<file path="config.mk">
export PLATFORM = sky130hd
export DESIGN_NAME = alu_arbiter
export DESIGN_NICKNAME = d
export VERILOG_FILES = /design/src/rtl/alu_arb_pkg.sv /design/src/rtl/alu_arbiter_rr_pick.sv /design/src/rtl/alu_arbiter.sv
export SDC_FILE = /design/constraint.sdc
export NUM_CORES = 1
export LEC_CHECK = 0
export BUFFER_PORTS_ARGS = -buffer_cell sky130_fd_sc_hd__buf_4
export CAP_MARGIN = 10
export CORE_AREA = 2 2 169 171
export DETAILED_ROUTE_END_ITERATION = 8
export DIE_AREA = 0 0 171 173
export PLACE_DENSITY = 0.58
export SLEW_MARGIN = 20
export SYNTH_ARGS = -nofsm -noshare
export SYNTH_HDL_FRONTEND = slang
export SYNTH_SLANG_ARGS = --single-unit
export TNS_END_PERCENT = 30
</file>
<file path="constraint.sdc">
create_clock -name clk -period 6.6 [get_ports clk]
set_clock_uncertainty 0.15 [all_clocks]
set_input_delay 0.33 -clock clk [delete_from_list [all_inputs] [get_ports clk]]
set_output_delay 0.33 -clock clk [all_outputs]
set_load 0.01 [all_outputs]
</file>
<file path="src/rtl/alu_arb_pkg.sv">
// Shared types and constants for the ALU arbiter: FSM encoding, op codes,
// flag bit positions and the quiet-NaN patterns returned on a watchdog abort.
package alu_arb_pkg;

    typedef enum logic [1:0] {
        ST_IDLE  = 2'd0,
        ST_ISSUE = 2'd1,
        ST_CLEAR = 2'd2,
        ST_RESP  = 2'd3
    } arb_state_e;

    localparam logic [2:0] OP_ADD = 3'b000;
    localparam logic [2:0] OP_SUB = 3'b001;
    localparam logic [2:0] OP_MUL = 3'b010;
    localparam logic [2:0] OP_DIV = 3'b011;

    localparam int FLAG_INVALID   = 4;
    localparam int FLAG_DIV_ZERO  = 3;
    localparam int FLAG_OVERFLOW  = 2;
    localparam int FLAG_UNDERFLOW = 1;
    localparam int FLAG_INEXACT   = 0;

    localparam logic [31:0] QNAN_SP = 32'h7FC0_0000;
    localparam logic [31:0] QNAN_HP = 32'h0000_7E00;

    function automatic logic [31:0] qnan_for(input logic mode_fp);
        return mode_fp ? QNAN_SP : QNAN_HP;
    endfunction

endpackage

</file>
<file path="src/rtl/alu_arbiter_rr_pick.sv">
// Combinational round-robin picker: first set request strictly after the
// pointer, wrapping around, so the pointer holder has lowest priority.
module rr_pick #(
    parameter int NUM_REQ = 4,
    parameter int IDX_W   = 2
) (
    input  logic [NUM_REQ-1:0] req_i,
    input  logic [IDX_W-1:0]   ptr_i,
    output logic [NUM_REQ-1:0] grant_o,
    output logic [IDX_W-1:0]   idx_o,
    output logic               any_o
);

    logic [IDX_W-1:0] cand;

    // Walk from the farthest candidate back to the nearest so the nearest wins.
    always_comb begin
        grant_o = '0;
        idx_o   = '0;
        cand    = '0;
        for (int off = NUM_REQ; off >= 1; off--) begin
            cand = IDX_W'((int'(ptr_i) + off) % NUM_REQ);
            if (req_i[cand]) begin
                grant_o       = '0;
                grant_o[cand] = 1'b1;
                idx_o         = cand;
            end
        end
    end

    assign any_o = |req_i;

endmodule

</file>
<file path="src/rtl/alu_arbiter.sv">
// Round-robin arbiter sharing one FP ALU between NUM_REQ requesters, with a
// watchdog abort. Define ALU_ARB_STATS_EN to add saturating activity counters.
//   state    | meaning
//   IDLE     | waiting for a request while the ALU valid_out is low
//   ISSUE    | alu_start held, watchdog running
//   CLEAR    | start dropped, waiting for ALU valid_out to fall
//   RESP     | response presented to the granted requester
module alu_arbiter
    import alu_arb_pkg::*;
#(
    parameter int NUM_REQ        = 4,
    parameter int TIMEOUT_CYCLES = 64
) (
    input  logic                  clk,
    input  logic                  rst,
`ifdef ALU_ARB_STATS_EN
    output logic [31:0]           stat_ops,
    output logic [15:0]           stat_timeouts,
    output logic [31:0]           stat_busy,
`endif
    input  logic [NUM_REQ-1:0]    req_valid,
    output logic [NUM_REQ-1:0]    req_ready,
    input  logic [NUM_REQ*32-1:0] req_op_a,
    input  logic [NUM_REQ*32-1:0] req_op_b,
    input  logic [NUM_REQ*3-1:0]  req_op_code,
    input  logic [NUM_REQ-1:0]    req_mode_fp,
    input  logic [NUM_REQ-1:0]    req_round_mode,
    output logic [NUM_REQ-1:0]    rsp_valid,
    input  logic [NUM_REQ-1:0]    rsp_ready,
    output logic [31:0]           rsp_result,
    output logic [4:0]            rsp_flags,
    output logic                  rsp_timeout,
    output logic [31:0]           alu_op_a,
    output logic [31:0]           alu_op_b,
    output logic [2:0]            alu_op_code,
    output logic                  alu_mode_fp,
    output logic                  alu_round_mode,
    output logic                  alu_start,
    input  logic [31:0]           alu_result,
    input  logic                  alu_valid_out,
    input  logic [4:0]            alu_flags
);

    localparam int IDX_W = $clog2(NUM_REQ);
    localparam int WD_W  = (TIMEOUT_CYCLES > 2) ? $clog2(TIMEOUT_CYCLES) : 1;
    localparam logic [WD_W-1:0] WD_LAST = WD_W'(TIMEOUT_CYCLES - 1);

    arb_state_e       state_q, state_d;
    logic [IDX_W-1:0] ptr_q, ptr_d, cur_idx_q, cur_idx_d;
    logic [WD_W-1:0]  wdog_q, wdog_d;
    logic [31:0]      op_a_q, op_a_d, op_b_q, op_b_d;
    logic [2:0]       op_code_q, op_code_d;
    logic             mode_fp_q, mode_fp_d, round_q, round_d;
    logic [31:0]      rsp_result_q, rsp_result_d;
    logic [4:0]       rsp_flags_q, rsp_flags_d;
    logic             rsp_timeout_q, rsp_timeout_d;

    logic [NUM_REQ-1:0] pick_grant;
    logic [IDX_W-1:0]   pick_idx;
    logic               pick_any;
    logic [31:0]        sel_a, sel_b;
    logic [2:0]         sel_code;
    logic               sel_fp, sel_round;
    logic               rsp_hs;

    rr_pick #(
        .NUM_REQ (NUM_REQ),
        .IDX_W   (IDX_W)
    ) u_pick (
        .req_i   (req_valid),
        .ptr_i   (ptr_q),
        .grant_o (pick_grant),
        .idx_o   (pick_idx),
        .any_o   (pick_any)
    );

    always_comb begin
        sel_a     = '0;
        sel_b     = '0;
        sel_code  = '0;
        sel_fp    = 1'b0;
        sel_round = 1'b0;
        for (int i = 0; i < NUM_REQ; i++) begin
            if (pick_idx == IDX_W'(i)) begin
                sel_a     = req_op_a[i*32 +: 32];
                sel_b     = req_op_b[i*32 +: 32];
                sel_code  = req_op_code[i*3 +: 3];
                sel_fp    = req_mode_fp[i];
                sel_round = req_round_mode[i];
            end
        end
    end

    assign rsp_hs = (state_q == ST_RESP) && rsp_ready[cur_idx_q];

    always_comb begin
        state_d       = state_q;
        ptr_d         = ptr_q;
        cur_idx_d     = cur_idx_q;
        wdog_d        = wdog_q;
        op_a_d        = op_a_q;
        op_b_d        = op_b_q;
        op_code_d     = op_code_q;
        mode_fp_d     = mode_fp_q;
        round_d       = round_q;
        rsp_result_d  = rsp_result_q;
        rsp_flags_d   = rsp_flags_q;
        rsp_timeout_d = rsp_timeout_q;
        req_ready     = '0;
        rsp_valid     = '0;
        unique case (state_q)
            ST_IDLE: begin
                // A high valid_out here is stale; granting now could capture it.
                if (pick_any && !alu_valid_out) begin
                    req_ready = pick_grant;
                    op_a_d    = sel_a;
                    op_b_d    = sel_b;
                    op_code_d = sel_code;
                    mode_fp_d = sel_fp;
                    round_d   = sel_round;
                    cur_idx_d = pick_idx;
                    wdog_d    = '0;
                    state_d   = ST_ISSUE;
                end
            end
            ST_ISSUE: begin
                if (alu_valid_out) begin
                    rsp_result_d  = alu_result;
                    rsp_flags_d   = alu_flags;
                    rsp_timeout_d = 1'b0;
                    state_d       = ST_CLEAR;
                end else if (wdog_q == WD_LAST) begin
                    rsp_result_d               = qnan_for(mode_fp_q);
                    rsp_flags_d                = '0;
                    rsp_flags_d[FLAG_INVALID]  = 1'b1;
                    rsp_timeout_d              = 1'b1;
                    state_d                    = ST_CLEAR;
                end else begin
                    wdog_d = wdog_q + 1'b1;
                end
            end
            ST_CLEAR: begin
                if (!alu_valid_out) state_d = ST_RESP;
            end
            ST_RESP: begin
                rsp_valid[cur_idx_q] = 1'b1;
                if (rsp_hs) begin
                    ptr_d   = cur_idx_q;
                    state_d = ST_IDLE;
                end
            end
            default: state_d = ST_IDLE;
        endcase
    end

    always_ff @(posedge clk) begin
        if (!rst) begin
            state_q       <= ST_IDLE;
            ptr_q         <= IDX_W'(NUM_REQ - 1);
            cur_idx_q     <= '0;
            wdog_q        <= '0;
            op_a_q        <= '0;
            op_b_q        <= '0;
            op_code_q     <= '0;
            mode_fp_q     <= 1'b0;
            round_q       <= 1'b0;
            rsp_result_q  <= '0;
            rsp_flags_q   <= '0;
            rsp_timeout_q <= 1'b0;
        end else begin
            state_q       <= state_d;
            ptr_q         <= ptr_d;
            cur_idx_q     <= cur_idx_d;
            wdog_q        <= wdog_d;
            op_a_q        <= op_a_d;
            op_b_q        <= op_b_d;
            op_code_q     <= op_code_d;
            mode_fp_q     <= mode_fp_d;
            round_q       <= round_d;
            rsp_result_q  <= rsp_result_d;
            rsp_flags_q   <= rsp_flags_d;
            rsp_timeout_q <= rsp_timeout_d;
        end
    end

    assign alu_start      = (state_q == ST_ISSUE);
    assign alu_op_a       = op_a_q;
    assign alu_op_b       = op_b_q;
    assign alu_op_code    = op_code_q;
    assign alu_mode_fp    = mode_fp_q;
    assign alu_round_mode = round_q;
    assign rsp_result     = rsp_result_q;
    assign rsp_flags      = rsp_flags_q;
    assign rsp_timeout    = rsp_timeout_q;

`ifdef ALU_ARB_STATS_EN
    logic [31:0] stat_ops_q, stat_busy_q;
    logic [15:0] stat_to_q;

    always_ff @(posedge clk) begin
        if (!rst) begin
            stat_ops_q  <= '0;
            stat_to_q   <= '0;
            stat_busy_q <= '0;
        end else begin
            if (rsp_hs && !(&stat_ops_q))                  stat_ops_q  <= stat_ops_q + 32'd1;
            if (rsp_hs && rsp_timeout_q && !(&stat_to_q))  stat_to_q   <= stat_to_q + 16'd1;
            if ((state_q != ST_IDLE) && !(&stat_busy_q))   stat_busy_q <= stat_busy_q + 32'd1;
        end
    end

    assign stat_ops      = stat_ops_q;
    assign stat_timeouts = stat_to_q;
    assign stat_busy     = stat_busy_q;
`endif

endmodule

</file>
== Yosys cells after proc, flatten, opt, wreduce, memory -nomap -nowiden ==
Cells that the tools add are included.
Word-level totals
  input bits: 324
  register bits after elaboration: 119
  output and inout bits: 116
  logic and storage cells: 126
Operators by class
  reduce and logical (&&, ||, !) cells: 18
  add/subtract/negate cells: 5
  $lt $le $gt $ge: 10
  eq/ne operators: 13
  muxes and demuxes: 68
Operators with widths (number)
  two-way mux 32 bit: 10
  two-way mux 31 bit: 1
  two-way mux 4 bit: 7
  two-way mux 1 bit: 20
  two-way mux 2 bit: 9
  two-way mux 6 bit: 3
  < comparator 2 x 3 -> 1 bit (second input constant): 5
  two-way mux 3 bit: 4
  one-hot mux 6 bit (2 select lines): 1
  binary-select mux 1 bit (select 2 bit): 5
  demux 1 bit (select 2 bit): 5
  greater-or-equal comparator 2 x 1 -> 1 bit (second input constant): 5
  two-way mux 5 bit: 2
  != test 2 bit (second input constant): 5
  equality test 2 bit (second input constant): 4
  one-hot mux 2 bit (4 select lines): 1
  AND reduction 4 bit: 2
  logical AND 1 bit: 7
  adder 6 x 1 -> 6 bit (second input constant): 1
  equality test 6 bit (second input constant): 1
  AND reduction 2 bit: 3
  adder 2 x 1 -> 2 bit (second input constant): 2
  adder 2 bit (second input constant): 2
  equality test 2 x 1 -> 1 bit (second input constant): 2
  5 further kinds: 7

== Logic depth before layout (Yosys ltp) ==
Gate-level depths: netlist of run 1.
  depth after elaboration: 12
  depth in mapped cells: 12

== By module ==
Synthesis of run 1 repeated with hierarchy kept, for this count alone.
Unflattened totals
  cells, all modules: 683
  area, all modules: 6780.3 µm²
By module, submodules not included
  alu_arbiter: sequential area each 2382.3 µm², instances 1, area an instance 6341.1 µm², cells each 625
  rr_pick: sequential area each 0.0 µm², instances 1, area an instance 439.2 µm², cells each 58

== Worst setup path after synthesis of run 1 ==
Ideal clock, no wire load.
  path type: register to register
  start: register ptr_q[0]
  end: register op_a_q[22], in the netlist alu_op_a[22]
  setup slack: 3.726 ns
  clock period less this slack: 2.874 ns
  arrival time: 2.593 ns
  cell stages (with the launch flop): 11
  required time: 6.320 ns
  path through: dfxtp_1 > buf_6 > inv_1 > ha_1 > mux4_2 > nor2b_1 > o21a_2 > buf_4 > buf_2 > a2111oi_1 > o31ai_1
On the way
  longest elaborated chain between the ends: 12
  elaborated cells between the ends (all ways): 24
  those cells by class: 4 x add/sub; 3 x eq/ne; 16 x mux; 1 x reduce/logical
RTL lines
  from (decl): RTL line alu_arbiter.sv:49  | logic [IDX_W-1:0] ptr_q, ptr_d, cur_idx_q, cur_idx_d;
  from (signal assigned): RTL line alu_arbiter.sv:159  | ptr_q <= IDX_W'(NUM_REQ - 1);
  from (signal assigned): RTL line alu_arbiter.sv:172  | ptr_q <= ptr_d;
  adder 2 x 1 -> 2 bit: RTL line alu_arbiter_rr_pick.sv:22  | cand = IDX_W'((int'(ptr_i) + off) % NUM_REQ);
  binary-select mux 1 bit (select 2 bit): RTL line alu_arbiter_rr_pick.sv:23  | if (req_i[cand]) begin
  two-way mux 1 bit (not written as such): RTL line alu_arbiter_rr_pick.sv:23
  two-way mux 2 bit (3 in series): RTL line alu_arbiter_rr_pick.sv:23
  two-way mux 2 bit (*): RTL line alu_arbiter_rr_pick.sv:23
  logical NOT 2 bit: RTL line alu_arbiter.sv:84  | if (pick_idx == IDX_W'(i)) begin
  two-way mux 32 bit (3 in series): RTL line alu_arbiter.sv:84
  two-way mux 32 bit (*): RTL line alu_arbiter.sv:84
  to (signal assigned): RTL line alu_arbiter.sv:175  | op_a_q <= op_a_d;
  to (decl): RTL line alu_arbiter.sv:51  | logic [31:0] op_a_q, op_a_d, op_b_q, op_b_d;
Every way passes the cells marked *; elsewhere a longest branch is shown, timed or not. The select of a mux whose other input is x is not followed.
A chain may end at the register's enable or synchronous reset.

== Worst setup path in the final report of run 1 ==
  start: register ptr_q[0]
  end: register op_b_q[7], in the netlist alu_op_b[7]
On the way
  longest elaborated chain between the ends: 12
  elaborated cells between the ends (all ways): 24
  those cells by class: 4 x add/sub; 3 x eq/ne; 16 x mux; 1 x reduce/logical
RTL lines
  adder 2 x 1 -> 2 bit: RTL line alu_arbiter_rr_pick.sv:22
  binary-select mux 1 bit (select 2 bit): RTL line alu_arbiter_rr_pick.sv:23
  two-way mux 1 bit (not written as such): RTL line alu_arbiter_rr_pick.sv:23
  two-way mux 2 bit (3 in series): RTL line alu_arbiter_rr_pick.sv:23
  two-way mux 2 bit (*): RTL line alu_arbiter_rr_pick.sv:23
  logical NOT 2 bit: RTL line alu_arbiter.sv:84
  two-way mux 32 bit (3 in series): RTL line alu_arbiter.sv:84
  two-way mux 32 bit (*): RTL line alu_arbiter.sv:84
  to (signal assigned): RTL line alu_arbiter.sv:176  | op_b_q <= op_b_d;
  to (decl): RTL line alu_arbiter.sv:51
Marked as above.

==> results of run 1 <==
## cell families (layout without fill, tap and decap cells)
kind of cell | Yosys count | count (layout)
AO/OA/AOI/OAI | 440 | 440
adder cells (fa/ha/maj) | 12 | 12
buffers and inverters | 267 | 630
flip-flops | 119 | 119
multiplexers | 12 | 12
other | 0 | 2
AND/OR/NAND/NOR | 154 | 154
## cell type report
class	instances	share of cell area [%]
multi-input combinational	618	39.0
antenna	2	0.0408
tap	378	3.85
clock inverter	15	1.95
clock buffer	17	3.47
timing repair buffer	452	27.8
inverter	146	4.46
sequential	119	19.4
## registers in the layout, indices dropped and copies added (netlist names)
signal	cells
alu_mode_fp	1
alu_op_a	32
alu_op_b	32
alu_op_code	3
alu_round_mode	1
cur_idx_q	2
ptr_q	2
rsp_flags	5
rsp_result	32
rsp_timeout	1
state_q	2
wdog_q	6
## Yosys cell counts, types with 9 or more instances
cell type,n,area (um^2)
sky130_fd_sc_hd__dfxtp_1,119,2380
sky130_fd_sc_hd__inv_1,146,548
sky130_fd_sc_hd__ha_1,12,150
sky130_fd_sc_hd__a2111oi_0,30,263
sky130_fd_sc_hd__buf_6,9,101
sky130_fd_sc_hd__nand2_1,103,387
sky130_fd_sc_hd__a22oi_1,21,158
sky130_fd_sc_hd__a2111oi_2,30,450
sky130_fd_sc_hd__buf_2,24,120
sky130_fd_sc_hd__a21oi_1,23,115
sky130_fd_sc_hd__nor2b_1,24,150
sky130_fd_sc_hd__a2111oi_1,9,90.1
sky130_fd_sc_hd__a221oi_1,69,604
sky130_fd_sc_hd__o211a_1,16,160
sky130_fd_sc_hd__a211oi_1,138,1040
sky130_fd_sc_hd__clkbuf_1,80,300
sky130_fd_sc_hd__o31ai_1,70,526
## per-stage QoR
| stage | hold slack, ns | cell area [um^2] |
|---|---|---|
| finish | 0.0236 | 12300 |
| global route | 0.0181 | 12300 |
| CTS | 0.00443 | 12300 |
| detailed placement | 0.294 | 11600 |
| global placement | 0.287 | 11600 |
| floorplan | 0.308 | 8230 |
## worst reg2reg max path: stages, from the launching register on
cell	delay, ns
sky130_fd_sc_hd__dfxtp_1	0.73
sky130_fd_sc_hd__inv_1	0.30
sky130_fd_sc_hd__ha_1	0.47
sky130_fd_sc_hd__inv_1	0.11
sky130_fd_sc_hd__a2bb2o_4	0.67
sky130_fd_sc_hd__buf_4	0.79
sky130_fd_sc_hd__a211oi_1	0.17
sky130_fd_sc_hd__a2111oi_0	0.51
sky130_fd_sc_hd__o31ai_1	0.10
## how the worst min path moves through the flow
stage	endpoint	slack, ns	cells past startpoint
floorplan	wdog_q[1]	0.31	2
global placement	alu_op_a[9]	0.29	2
detailed placement	alu_op_a[12]	0.29	2
CTS	rsp_flags[4]	0.004	2
global route	rsp_result[2]	0.02	3
finish	rsp_result[2]	0.02	3
## report_power, final
group / switching, W / total, W / internal, W
combinational: 0.000884 / 0.00156 / 0.000679
clock: 0.000398 / 0.00108 / 0.000683
sequential: 0.000109 / 0.000999 / 0.000890
## metal layers
metal,vias to the layer above,wire (um),track usage (%)
met4,0,805,6.57
met3,45,3120,6.82
li1,4532,-,-
met1,4489,14800,28.9
met5,-,0,0
met2,411,17600,39.5
==> impl_summary.txt, run 1 <==
----------------------------------------------------
[STA]
  Actual slew at the worst max-slew pin ... between 0.9 and 1 ns
  RSZ-0062 raised after global routing ... no
  Minimum setup slack in the final design ... about 2.5 ns
  Final setup fails ... 0
  Period utilization ... a little over three fifths
  Final Hold Viols ... 0
  Time the worst path needs with I/O delays and setup ... 4.14 ns
  Worst max-slew margin expressed relative to the limit ... between 30% and 40%
  Highest achievable clock rate ... 241 MHz
  Count of final max-slew check failures ... 0
  Accumulated negative setup slack ... 0 ns

[Layout]
  Combined flip-flop and latch cell area ... 0.00238 mm^2
  Area used by multi-input combinational logic ... between 0.004 and 0.005 mm^2
  Fraction of layout instances using a drive strength above 1 ... slightly below 40%
  Commonest cells after routing, fill and taps aside ... 450 x sky130_fd_sc_hd__buf_4, 146 x sky130_fd_sc_hd__inv_1, 138 x sky130_fd_sc_hd__a211oi_1, 119 x sky130_fd_sc_hd__dfxtp_1, 103 x sky130_fd_sc_hd__nand2_1
  Layout Utilization ... around 44%
  Filler cell count ... between 2k and 3k
  NumNets Final ... between 1.5k and 2k
  Count of placed standard cells in the final layout, fillers left out ... between 1.5k and 2k
  Synthesis-to-layout area growth ... 49.2%
  Commonest non-fill, non-tap cell in the layout ... sky130_fd_sc_hd__buf_4

[Floorplanning]
  Overall die width ... ~170 um
  Chip Height ... ~170 um
  Area enclosed by the die boundary ... roughly 0.030 mm^2
  Initial Util ... between 20% and 30%
  IO Count ... 440
  Core Rows ... 61
  Core Area ... approximately 0.028 mm^2

[Critical path]
  Total buffers and inverters traversed by the critical path ... 3
  Crit. End Element ... register
  Cell Chain, Critical Path ... inv_1 -> ha_1 -> inv_1 -> a2bb2o_4 -> buf_4 -> a211oi_1 -> a2111oi_0 -> o31ai_1
  Largest driver fanout on the critical path ... 75
  Largest stage delay on the critical path ... between 0.7 and 0.8 ns
  CP Depth ... 8
  Critical Path Slowest Stage Cell ... sky130_fd_sc_hd__buf_4
  Worst setup path start ... ptr_q[0]
  Required time worst endpoint ... around 6.7 ns
  Startpoint class of the critical path ... register
  Cell type with the highest occurrence count on the critical path ... sky130_fd_sc_hd__inv_1
  Reg-to-reg setup timing slack ... approximately 2.5 ns
  CP endpoint ... alu_op_b[7]
  Cell family with most CP delay ... compound AO/OA/AOI/OAI gates
  Worst R2R End ... alu_op_b[7]
  Reg-to-reg critical path startpoint ... ptr_q[0]
  CP Class ... reg -> reg
  Worst reg2reg path depth ... 8
  Arrival time of the worst setup path ... between 4 and 5 ns

[Route]
  Routed via count ... 9,477
  Final wirelength ... about 36,000 um
  Iteration-0 DRC count of the detailed router ... 517
  Post-DR vias/cell ... approximately 5.4
  Average detailed-routed wire length per instance ... 20.8 um
  Number of nets with antenna violations after routing ... 0
  DRC violations left ... 0
  Number of iterations in the first detailed-routing pass ... 7

[Clock tree]
  Clock buffer depth ... 2
  Root buffer cell ... sky130_fd_sc_hd__clkbuf_16
  Number of clock buffers inserted by TritonCTS ... 17
  Clock-pin slew of the registers on the worst-case setup and hold paths ... 0.06 ns
  Clock tree sinks ... ~120
  Number of buffers added to fix hold violations after cts ... 0
  TritonCTS clock tree ... built
  Postcts setup bufs ... 0
  Clk_lat worst skew ... between 0.4 and 0.5 ns
  Number of levels the H-tree was split into ... 4
  Number of cells upsized or downsized after cts ... 0

[Logic synthesis]
  Portion of netlist area occupied by mux cells ... 2.19%
  Mapped cell area ... between 0.008 and 0.009 mm^2
  EDFF count, synth ... 0
  Count of state elements after synthesis ... approximately 120
  Sequential element share of the synthesized area ... 29.0%
  Predominant post-synthesis flop cell ... sky130_fd_sc_hd__dfxtp_1
  Synth unique cells ... 57
  Synth Area in Adders ... between 1.5 and 2%
  Xor-xnor portion of the synthesized cell area ... 0%
  Net count of the mapped netlist ... approximately 1.3k
  FFs w/ async S/R, synth ... 0%
  Compound-Gate Fraction of Synth Area ... approximately 45%
  Simple logic cell fraction of the synthesized area ... 8.59%
  Yosys Warn Count ... 0
  Synthesized area per cell ... ~8 um^2
  Cells after Synth ... about 1k
  Main combinational cell family by area after synthesis ... compound AO/OA/AOI/OAI gates

[Power and ir drop]
  Sum of internal, switching and leakage power ... around 0.0036 W
  Largest voltage drop on the vdd net ... 146 uV
  PD cells ... between 200 and 300 mW/mm^2
  Static power due to leakage ... roughly 5.6 nW

[Status]
  Status ... complete, no violations

[GRT]
  Via count of the first global-routing pass ... between 9k and 10k
  Remaining Overflow, GRT ... 0
  Total global routing track utilization ... about a quarter
  Antenna violations before repair ... 1
  Largest net degree at the start of global routing ... about 140
  Global-route wire length before repair ... around 54,000 um

[Placed design]
  Placed insts ... roughly 1.7k
  Quantity of I/O buffers inserted on ports ... roughly 440
  Weighted congestion at the end of routability-driven global placement ... about 0.85
  DP Wirelength ... roughly 25,000 um
  Dpl ws ... 2.54 ns

[Run]
  Max-cap check violation count ... 0

[Min path]
  Worst min path class ... in -> reg
  Hold Startpoint ... alu_result[2]

----------------------------------------------------
(Power assumes the default switching activity.)
==> inputs of run 2 (changes only) <==
PLACE_DENSITY = 0.6   (was 0.58)
clock period = 3.6 ns   (was 6.6 ns; I/O delays follow)
==> run 2 against run 1 <==
Compared with the run above: sequential share of layout area fell by 2.2 points; flip-flop and latch count stayed put; highest routed layer is now met5; worst setup slack got worse by 2.3 ns; final cell count grew 8.7%; combinational power grew 100%; largest cell class is now non-clock buffers; first-iteration DRC count fell by 2.3%.
==> impl_summary.txt, run 2 (synthesized netlist as in run 1, its figures left out) <==
----------------------------------------------------
[GRT]
  Remaining Overflow, GRT ... 0 (unchanged)
  Via count of the first global-routing pass ... 10.1k (+7.5%)
  GR met1 Demand/Resource ... 29.6% (+0.72 points)
  Met2 usage in global routing ... 39.7% (+0.18 points)
  Total global routing track utilization ... 23.9% (+0.42 points)
  Largest net degree at the start of global routing ... 139 (unchanged)
  Met3 capacity usage during global routing ... 5.97% (-0.85 points)
  Busiest metal layer after global routing ... met2
  Global-route wire length before repair ... 56,000 um (+3.1%)
  Antenna violations before repair ... 6 (+5)

[Power and ir drop]
  Clock share of power ... 26.6% (-3.1 points)
  Portion of total power attributed to sequential cells ... 27.1% (-0.3 points)
  PD cells ... 489 mW/mm^2 (+65%)
  Sw Pwr ... 0.00261 W (+88%)
  Net Sw Frac ... 38.6% (+0.43 points)
  Largest voltage drop on the vdd net ... 337 uV (+130%)
  Static power due to leakage ... 6.22 nW (+12%)
  Design internal power ... 0.00415 W (+84%)
  Combinational power share ... 46.4% (+3.5 points)

[Layout]
  Commonest non-fill, non-tap cell in the layout ... sky130_fd_sc_hd__buf_4
  Commonest cells after routing, fill and taps aside ... 446 x sky130_fd_sc_hd__buf_4, 146 x sky130_fd_sc_hd__inv_1, 141 x sky130_fd_sc_hd__dlygate4sd3_1, 138 x sky130_fd_sc_hd__a211oi_1, 118 x sky130_fd_sc_hd__dfxtp_1
  Fraction of layout instances using a drive strength above 1 ... 36.1% (-3.2 points)
  Synthesis-to-layout area growth ... 68.1%
  NumNets Final ... 1,839 (+8.8%)

[Placed design]
  Dpl ws ... 0.374 ns (-2.17 ns)
  DP Wirelength ... 25,000 um (-1.4%)
  Quantity of I/O buffers inserted on ports ... 439 (unchanged)
  Weighted congestion at the end of routability-driven global placement ... 0.852 (-0.20%)

[Route]
  Number of nets with antenna violations after routing ... 0 (unchanged)
  Post-DR vias/cell ... 5.35 (-1.3%)
  Iteration-0 DRC count of the detailed router ... 505 (-2.3%)
  Average detailed-routed wire length per instance ... 20.3 um (-2.2%)
  DRC violations left ... 0 (unchanged)
  Routed via count ... 10.2k (+7.3%)
  Final wirelength ... 38,600 um (+6.4%)
  Number of iterations in the first detailed-routing pass ... 5 (-2)

[Critical path]
  Worst reg2reg path depth ... 8 (unchanged)
  Crit. End Element ... register
  CP Class ... reg -> reg
  Arrival time of the worst setup path ... 3.62 ns (-0.64 ns)
  Worst R2R End ... alu_op_a[28]
  Startpoint class of the critical path ... register
  Largest driver fanout on the critical path ... 69 (-8.0%)
  Reg-to-reg critical path startpoint ... ptr_q[1]
  Required time worst endpoint ... 3.75 ns (-2.97 ns)
  Reg-to-reg setup timing slack ... 0.13 ns (-2.33 ns)

[STA]
  Actual slew at the worst max-slew pin ... 0.899 ns (-0.0303 ns)
  Final setup fails ... 0 (unchanged)
  RSZ-0062 raised after global routing ... yes
  Final worst hold slack ... 0.00544 ns (-0.0181 ns)
  Count of final max-slew check failures ... 0 (unchanged)
  Worst max-slew margin expressed relative to the limit ... 40.1% (+2.0 points)
  Final Hold Viols ... 0 (unchanged)
  Period utilization ... 96.4% (+34 points)
  Highest achievable clock rate ... 288 MHz (+19%)
  Minimum setup slack in the final design ... 0.129 ns (-2.33 ns)
  Time the worst path needs with I/O delays and setup ... 3.47 ns (-0.670 ns)

[Clock tree]
  Number of levels the H-tree was split into ... 4 (unchanged)
  Root buffer cell ... sky130_fd_sc_hd__clkbuf_16
  Clock buffer depth ... 2 (unchanged)
  Clock tree sinks ... 119 (unchanged)
  TritonCTS clock tree ... built
  Number of clock buffers inserted by TritonCTS ... 17 (unchanged)
  Clk_lat worst skew ... 0.42 ns (about the same)
  Clock-pin slew of the registers on the worst-case setup and hold paths ... 0.07 ns (about the same)

[Floorplanning]
  Area enclosed by the die boundary ... 0.0296 mm^2 (unchanged)
  Chip Height ... 173 um (unchanged)
  Core Rows ... 61 (unchanged)
  Core Area ... 0.0276 mm^2 (unchanged)
  Initial Util ... 29.8% (unchanged)
  IO Count ... 440 (unchanged)
  Overall die width ... 171 um (unchanged)

[Status]
  Status ... complete, no violations

[Run]
  Max-cap check violation count ... 0 (unchanged)

[Min path]
  Worst min path class ... in -> reg
  Worst Hold Depth ... 3 (unchanged)
  Hold Crit Endpoint ... alu_round_mode
  Hold Startpoint ... req_round_mode[1]

----------------------------------------------------
run 2: cell types whose count changed in the layout (fill, tap and decap cells not counted), moves of 2 or more:
cell / change
sky130_fd_sc_hd__buf_12: +7
sky130_fd_sc_hd__buf_4: -4
sky130_fd_sc_hd__buf_6: +2
sky130_fd_sc_hd__bufinv_16: -3
sky130_fd_sc_hd__clkbuf_16: +2
sky130_fd_sc_hd__clkbuf_8: +3
sky130_fd_sc_hd__clkinvlp_4: +5
sky130_fd_sc_hd__diode_2: +3
sky130_fd_sc_hd__dlygate4sd3_1: +141
sky130_fd_sc_hd__inv_6: -2
sky130_fd_sc_hd__inv_8: -2
run 2: layout make-up:
type | instances | area [um^2]
inverters | 146 | 548
repair buffers | 600 | 5010
multi-input cells | 619 | 4790
fillers | 2669 | 13800
clock buffers | 20 | 467
well taps | 378 | 473
diodes | 5 | 12.5
flip-flops and latches | 119 | 2380
clock inverters | 12 | 141
run 2: worst max path at each step:
stage / end / depth (start not counted) / slack (ns) / start
finish: alu_op_a[28] / 8 / 0.13 / ptr_q[1]
global route: alu_op_a[28] / 8 / -0.004 / ptr_q[1]
CTS: alu_op_a[16] / 9 / 0.01 / ptr_q[1]
detailed placement: alu_op_b[0] / 8 / 0.37 / ptr_q[1]
global placement: alu_op_a[23] / 8 / 0.46 / ptr_q[1]
floorplan: alu_op_a[22] / 10 / 0.73 / ptr_q[0]
run 2: layer usage:
layer	up-vias	wire, um
li1	4841	-
met1	4752	15700
met2	508	18700
met3	66	3110
met4	2	1050
met5	-	13
run 2: metrics by stage:
| stage | total power (W) | util (%) | setup TNS, ns | instances | area (um^2) |
|---|---|---|---|---|---|
| finish | 0.00676 | 50.1 | 0 | 1899 | 13800 |
| global route | 0.00713 | 50.1 | -0.00378 | 1899 | 13800 |
| CTS | 0.00676 | 49.8 | 0 | 1891 | 13800 |
| detailed placement | 0.00479 | 42.5 | 0 | 1718 | 11700 |
| global placement | 0.00476 | 42.5 | 0 | 1718 | 11700 |
| floorplan | 0.00352 | - | 0 | 1004 | 8230 |
run 2: critical path, cell delays in order, from the launching register on:
cell,delay (ns)
sky130_fd_sc_hd__dfxtp_2,0.42
sky130_fd_sc_hd__inv_1,0.16
sky130_fd_sc_hd__ha_1,0.41
sky130_fd_sc_hd__a22oi_2,0.42
sky130_fd_sc_hd__clkbuf_16,0.41
sky130_fd_sc_hd__a211oi_1,0.14
sky130_fd_sc_hd__a2111oi_1,0.48
sky130_fd_sc_hd__o31ai_1,0.10
sky130_fd_sc_hd__dlygate4sd3_1,0.58
run 2: repair_timing:
action                                  4_1_cts  5_1_grt
endpoints found under the hold margin       104        0
hold buffers                                141        0
resized for setup                             0        4
setup buffers                                 0        0
endpoints found under the setup margin        0        9
run 2: power groups by stage:
stage | Sequential, W | Combinational, W | Clock [W]
2_1_floorplan | 0.00195 | 0.00157 | 0
3_3_place_gp | 0.00184 | 0.00291 | 0
3_5_place_dp | 0.00185 | 0.00294 | 0
4_1_cts | 0.00183 | 0.00310 | 0.00183
5_1_grt | 0.00187 | 0.00338 | 0.00188
6_report | 0.00183 | 0.00313 | 0.00180
